`src/rtl/pc_src_sel_reg.sv`:
```
// Registered N-source next-PC selector for Fetch. The highest-index valid source wins.
// A one-entry pending buffer holds a redirect that arrives during a stall until Fetch advances.
module pc_src_sel_reg #(
  parameter int               WIDTH     = 32,
  parameter int               NUM_SRC   = 4,
  parameter logic [WIDTH-1:0] RESET_VEC = '0,
  parameter int               CNT_W     = 16,
  localparam int              SEL_W     = $clog2(NUM_SRC)
) (
  input  logic                     clk,
  input  logic                     rst,
  input  logic                     en,
  input  logic [NUM_SRC-1:0]       src_vld,
  input  logic [NUM_SRC*WIDTH-1:0] src_data,
  output logic [WIDTH-1:0]         pc_out,
  output logic                     pc_out_vld,
  output logic [SEL_W-1:0]         sel_idx,
  output logic                     redirect,
  output logic                     multi_hit,
  output logic                     pend_full,
  output logic [CNT_W-1:0]         redirect_cnt
);

  typedef enum logic {S_RUN, S_PEND} state_t;

  localparam logic [CNT_W-1:0] CNT_MAX = {CNT_W{1'b1}};

  state_t             state, state_nxt;
  logic [SEL_W-1:0]   pend_idx, pend_idx_nxt;
  logic [WIDTH-1:0]   pend_data, pend_data_nxt;
  logic [WIDTH-1:0]   pc_nxt;
  logic [SEL_W-1:0]   sel_nxt;
  logic               vld_nxt, redir_nxt, multi_nxt;
  logic [CNT_W-1:0]   cnt_nxt;

  logic               any_vld, many_vld, red_any;
  logic [SEL_W-1:0]   win_idx;
  logic [WIDTH-1:0]   win_data;

  // Highest-index valid source; if it is nonzero it is also the highest live redirect.
  always_comb begin
    any_vld  = 1'b0;
    many_vld = 1'b0;
    win_idx  = '0;
    win_data = src_data[WIDTH-1:0];
    for (int i = 0; i < NUM_SRC; i++) begin
      if (src_vld[i]) begin
        if (any_vld) many_vld = 1'b1;
        any_vld  = 1'b1;
        win_idx  = SEL_W'(i);
        win_data = src_data[i*WIDTH +: WIDTH];
      end
    end
    red_any = |src_vld[NUM_SRC-1:1];
  end

  always_comb begin
    state_nxt     = state;
    pend_idx_nxt  = pend_idx;
    pend_data_nxt = pend_data;
    pc_nxt        = pc_out;
    sel_nxt       = sel_idx;
    vld_nxt       = 1'b0;
    redir_nxt     = 1'b0;
    multi_nxt     = 1'b0;
    unique case (state)
      S_RUN: begin
        if (en) begin
          if (any_vld) begin
            pc_nxt    = win_data;
            sel_nxt   = win_idx;
            vld_nxt   = 1'b1;
            redir_nxt = (win_idx != '0);
            multi_nxt = many_vld;
          end
        end else if (red_any) begin
          pend_idx_nxt  = win_idx;
          pend_data_nxt = win_data;
          state_nxt     = S_PEND;
        end
      end
      S_PEND: begin
        if (en) begin
          if (red_any && (win_idx > pend_idx)) begin
            pc_nxt  = win_data;
            sel_nxt = win_idx;
          end else begin
            pc_nxt  = pend_data;
            sel_nxt = pend_idx;
          end
          vld_nxt       = 1'b1;
          redir_nxt     = 1'b1;
          multi_nxt     = red_any;
          pend_idx_nxt  = '0;
          pend_data_nxt = '0;
          state_nxt     = S_RUN;
        end else if (red_any && (win_idx >= pend_idx)) begin
          pend_idx_nxt  = win_idx;
          pend_data_nxt = win_data;
        end
      end
      default: state_nxt = S_RUN;
    endcase

    cnt_nxt = redirect_cnt;
    if (vld_nxt && redir_nxt && (redirect_cnt != CNT_MAX)) cnt_nxt = redirect_cnt + 1'b1;
  end

  always_ff @(posedge clk) begin
    if (rst) begin
      state        <= S_RUN;
      pend_idx     <= '0;
      pend_data    <= '0;
      pc_out       <= RESET_VEC;
      sel_idx      <= '0;
      pc_out_vld   <= 1'b0;
      redirect     <= 1'b0;
      multi_hit    <= 1'b0;
      redirect_cnt <= '0;
    end else begin
      state        <= state_nxt;
      pend_idx     <= pend_idx_nxt;
      pend_data    <= pend_data_nxt;
      pc_out       <= pc_nxt;
      sel_idx      <= sel_nxt;
      pc_out_vld   <= vld_nxt;
      redirect     <= redir_nxt;
      multi_hit    <= multi_nxt;
      redirect_cnt <= cnt_nxt;
    end
  end

  assign pend_full = (state == S_PEND);

endmodule

```
`config.mk`:
```
export PLATFORM = sky130hd
export DESIGN_NAME = pc_src_sel_reg
export DESIGN_NICKNAME = d
export VERILOG_FILES = /design/src/rtl/pc_src_sel_reg.sv
export SDC_FILE = /design/constraint.sdc
export NUM_CORES = 1
export LEC_CHECK = 0
export CAP_MARGIN = 20
export CORE_ASPECT_RATIO = 2
export CORE_MARGIN = 1
export CORE_UTILIZATION = 46
export CTS_BUF_LIST = sky130_fd_sc_hd__clkbuf_4 sky130_fd_sc_hd__clkbuf_8
export CTS_CLUSTER_SIZE = 8
export DETAILED_ROUTE_END_ITERATION = 10
export PLACE_DENSITY = 0.88
export SKIP_LAST_GASP = 1
export SYNTH_ARGS = -nofsm -noshare
export SYNTH_HDL_FRONTEND = slang
export SYNTH_SLANG_ARGS = --single-unit
```
`constraint.sdc`:
```
create_clock -name clk -period 2.9 [get_ports clk]
set_clock_uncertainty 0.05 [all_clocks]
set_input_delay 0.58 -clock clk [delete_from_list [all_inputs] [get_ports clk]]
set_output_delay 0.58 -clock clk [all_outputs]
set_load 0.02 [all_outputs]
```
==> flow_summary.toml <==
[outcome]
status = "completed"

[hold_path]
hold_depth = 1
hold_end = "pc_out[8]"
holdCritPathClass = "reg -> reg"
min_from = "pc_out[8]"

[worst_setup_path]
required_ps = 3100
crit_top_cell = "inv_1"
crit_start = "src_vld[2]"
cp.buffers_inverters = 4
worstReg2RegEnd = "redirect_cnt[15]"
cp_cell_sequence = "clkdlybuf4s50_1 > inv_1 > a21o_1 > inv_1 > ha_1 > and3_1 > a221o_1 > buf_4 > nor2_1 > o2bb2ai_1"
crit_family = "buffers and inverters"
crit_slowest_cell = "clkdlybuf4s50_1"
max_stage_delay_ps = 580
arrival_ps = 2690
start_kind = "input pin"
reg2regPathDepth = 4
r2r-start = "pend_full"
worstSetupPathType = "in -> reg"
crit_fanout = 18
r2r_slack_ps = 930
endpoint_kind = "flip-flop"

[yosys]
synthXorXnorAreaFrac_pct = 0.1766
synth-simple-area-share_pct = 22.56
ys_ff_latch = 88
synth.area.top_cells = "dfxtp_1 36%, mux2i_1 6.7%, o2bb2ai_1 6.0%, o211ai_1 5.1%, a21oi_1 4.9%"
synth_mux_area_share_pct = 6.889
synth_top_family_by_area = "compound AO/OA/AOI/OAI gates"
synth_compound_area_share_pct = 28.41
synth_most_common_cell = "dfxtp_1"
synthArstFlopShare_pct = 0
synth_top_area_cell = "dfxtp_1"
ys_warn_count = 0
synthDistinctLibCells = 42
synth_top_area_share_pct = 35.53
synth_edf_count = 0
syn_area_per_cell_um2 = 8.348
synth_ff_type = "dfxtp_1"
yosysSeqAreaShare_pct = 35.53
synth_fa_ha_area_share_pct = 0.7570
synth_nets = 732
syn-cell-area_um2 = 4959
netlist_instances = 594
synth_commonest_cells = "88 x dfxtp_1, 49 x a21oi_1, 39 x nor2_1"

[floorplanning]
die_w_um = 75.42
ios = 189
row_count = 53
die-area_um2 = 11220
fp.dieH_um = 148.8
coreArea_um2 = 10480
start_util_pct = 47.33

[sta]
drv_slew = 0
hold_ws_ps = 417.9
relSlewSlack_pct = 49.83
fin_tns_setup_ps = 0
setup_viol = 0
finalCritPeriodShare_pct = 85.63
period_minus_slack_ps = 2483
worstMarginPinSlew_ps = 745.6
hold_viol = 0
rsz0062_at_grt = "no"
clock.fmax_mhz = 402.7

[clock_network]
clkLatencyLatePin_ps = 360
ctsHoldBuffers = 0
cts_max_level = 3
clockRootBuffer = "clkbuf_8"
cts_tree = "yes"
numCtsBuffers = 9
post-cts-setup-buffers = 0
cts.sinks = 88
clk_path_buf_depth = 2
clk_pin_slew_ps = 90
cts-resized-gates = 0

[route]
drt_iter0_drc = 428
vias_per_cell = 6.131
wl_per_cell_um = 18.75
remaining_drc_errors = 0
finalWirelength_mm = 17.05
ant_nets = 0
num_vias = 5573
first_pass_iters = 5

[global_routing]
antenna_found_initial = 2
grt_max_degree = 43
grt_pass1_vias = 5434
overflow = 0
grt_pass1_wl_mm = 26.16
track_usage_pct = 30.04

[pwr]
p_seq_share_pct = 44.5
p_int_uw = 2146
ir_drop_mv = 0.2890
p_switching_uw = 890.0
power_frac_clock_pct = 28.4
cellLeakagePower_uw = 0.002535
combPwrFrac_pct = 27.1
swShare_pct = 29.32
powerDensity_nw_per_um2 = 419.8

[run]
drv_cap = 0

[place]
postPlaceCellArea_um2 = 7024
io_buffer_count = 188
hpwlAfterDp_mm = 12.38
dp.cells = 891
gp_routability_congestion = 0.9186

[layout]
regArea_um2 = 1762
syn2layout_area_growth_pct = 45.82
final_nets = 903
design_area_um2 = 7231
layout-drive-gt1-share_pct = 7.662
fillers = 870
utilization_pct = 69.01
multi_input_area_um2 = 2952
instances_no_fill = 909
==> how the worst max path moves through the flow <==
stage	depth (start not counted)	end	slack, ps
after floorplan	10	pc_out[0]	210
after global placement	10	pc_out[30]	120
after detailed placement	10	pc_out[22]	60
after CTS	10	pc_out[22]	440
after global routing	10	pc_out[31]	330
final	10	pc_out[19]	420
==> through the flow <==
step | worst slack, ps | power [uW]
2_1_floorplan | 208.6 | 1773
3_3_place_gp | 118.8 | 2165
3_5_place_dp | 58.11 | 2188
4_1_cts | 439.5 | 3039
5_1_grt | 326.2 | 3169
6_report | 416.6 | 3036
==> cells in the final DEF, fill, tap and decap left out, types with 7 or more instances in the layout <==
master           instances
nor2_1                  37
mux2i_1                 33
a211oi_1                32
a21oi_1                 48
o2bb2ai_1               34
nand2_1                 10
inv_1                    8
or3_1                    7
clkdlybuf4s50_1        185
nand3_1                 38
nor3b_1                 32
o211ai_1                34
o31ai_1                  7
clkbuf_8                10
nor2b_1                 37
buf_4                   27
dfxtp_1                 88
nand4_1                  7
o21ai_0                 38
==> cells by family (layout without fill, tap and decap cells) <==
kind of cell	Yosys count	count (layout)
AOI/OAI and AO/OA	208	208
muxes	34	34
and+or+nand+nor	195	195
buffers and inverters	65	241
xor gates and xnor gates	1	1
DFF	88	88
adders and majority gates	3	3
other	0	2
==> flip-flops by register name (all words and copies together) (netlist names) <==
signal,cells
pc_out,32
pend_data,32
redirect_cnt,16
pend_idx,2
sel_idx,2
multi_hit,1
pc_out_vld,1
pend_full,1
redirect,1
==> per-layer routing <==
layer	wire length [um]	part of all wire, %	vias to the layer above	global-route usage, %
met2	9113	53	254	51.96
met4	616	3.6	0	16.57
li1	-	-	2571	-
met1	6337	37	2703	33.11
met5	0	0	-	0
met3	981	5.8	45	5.811
==> cell type report <==
type,count,share of cell area (%)
diodes,2,0.06922
clock buffers,11,2.007
clock inverters,5,0.7787
inverters,8,0.4153
multi-input cells,441,40.82
flip-flops and latches,88,24.36
well taps,137,2.371
repair buffers,217,29.17
==> power groups by stage <==
stage          Sequential (uW)  Combinational [uW]  Clock [uW]
3_5_place_dp              1380                 813           0
6_report                  1350                 822         863
4_1_cts                   1350                 819         871
2_1_floorplan             1430                 347           0
5_1_grt                   1360                 877         931
3_3_place_gp              1370                 791           0
No activity file was read; power rests on OpenSTA's default activity.
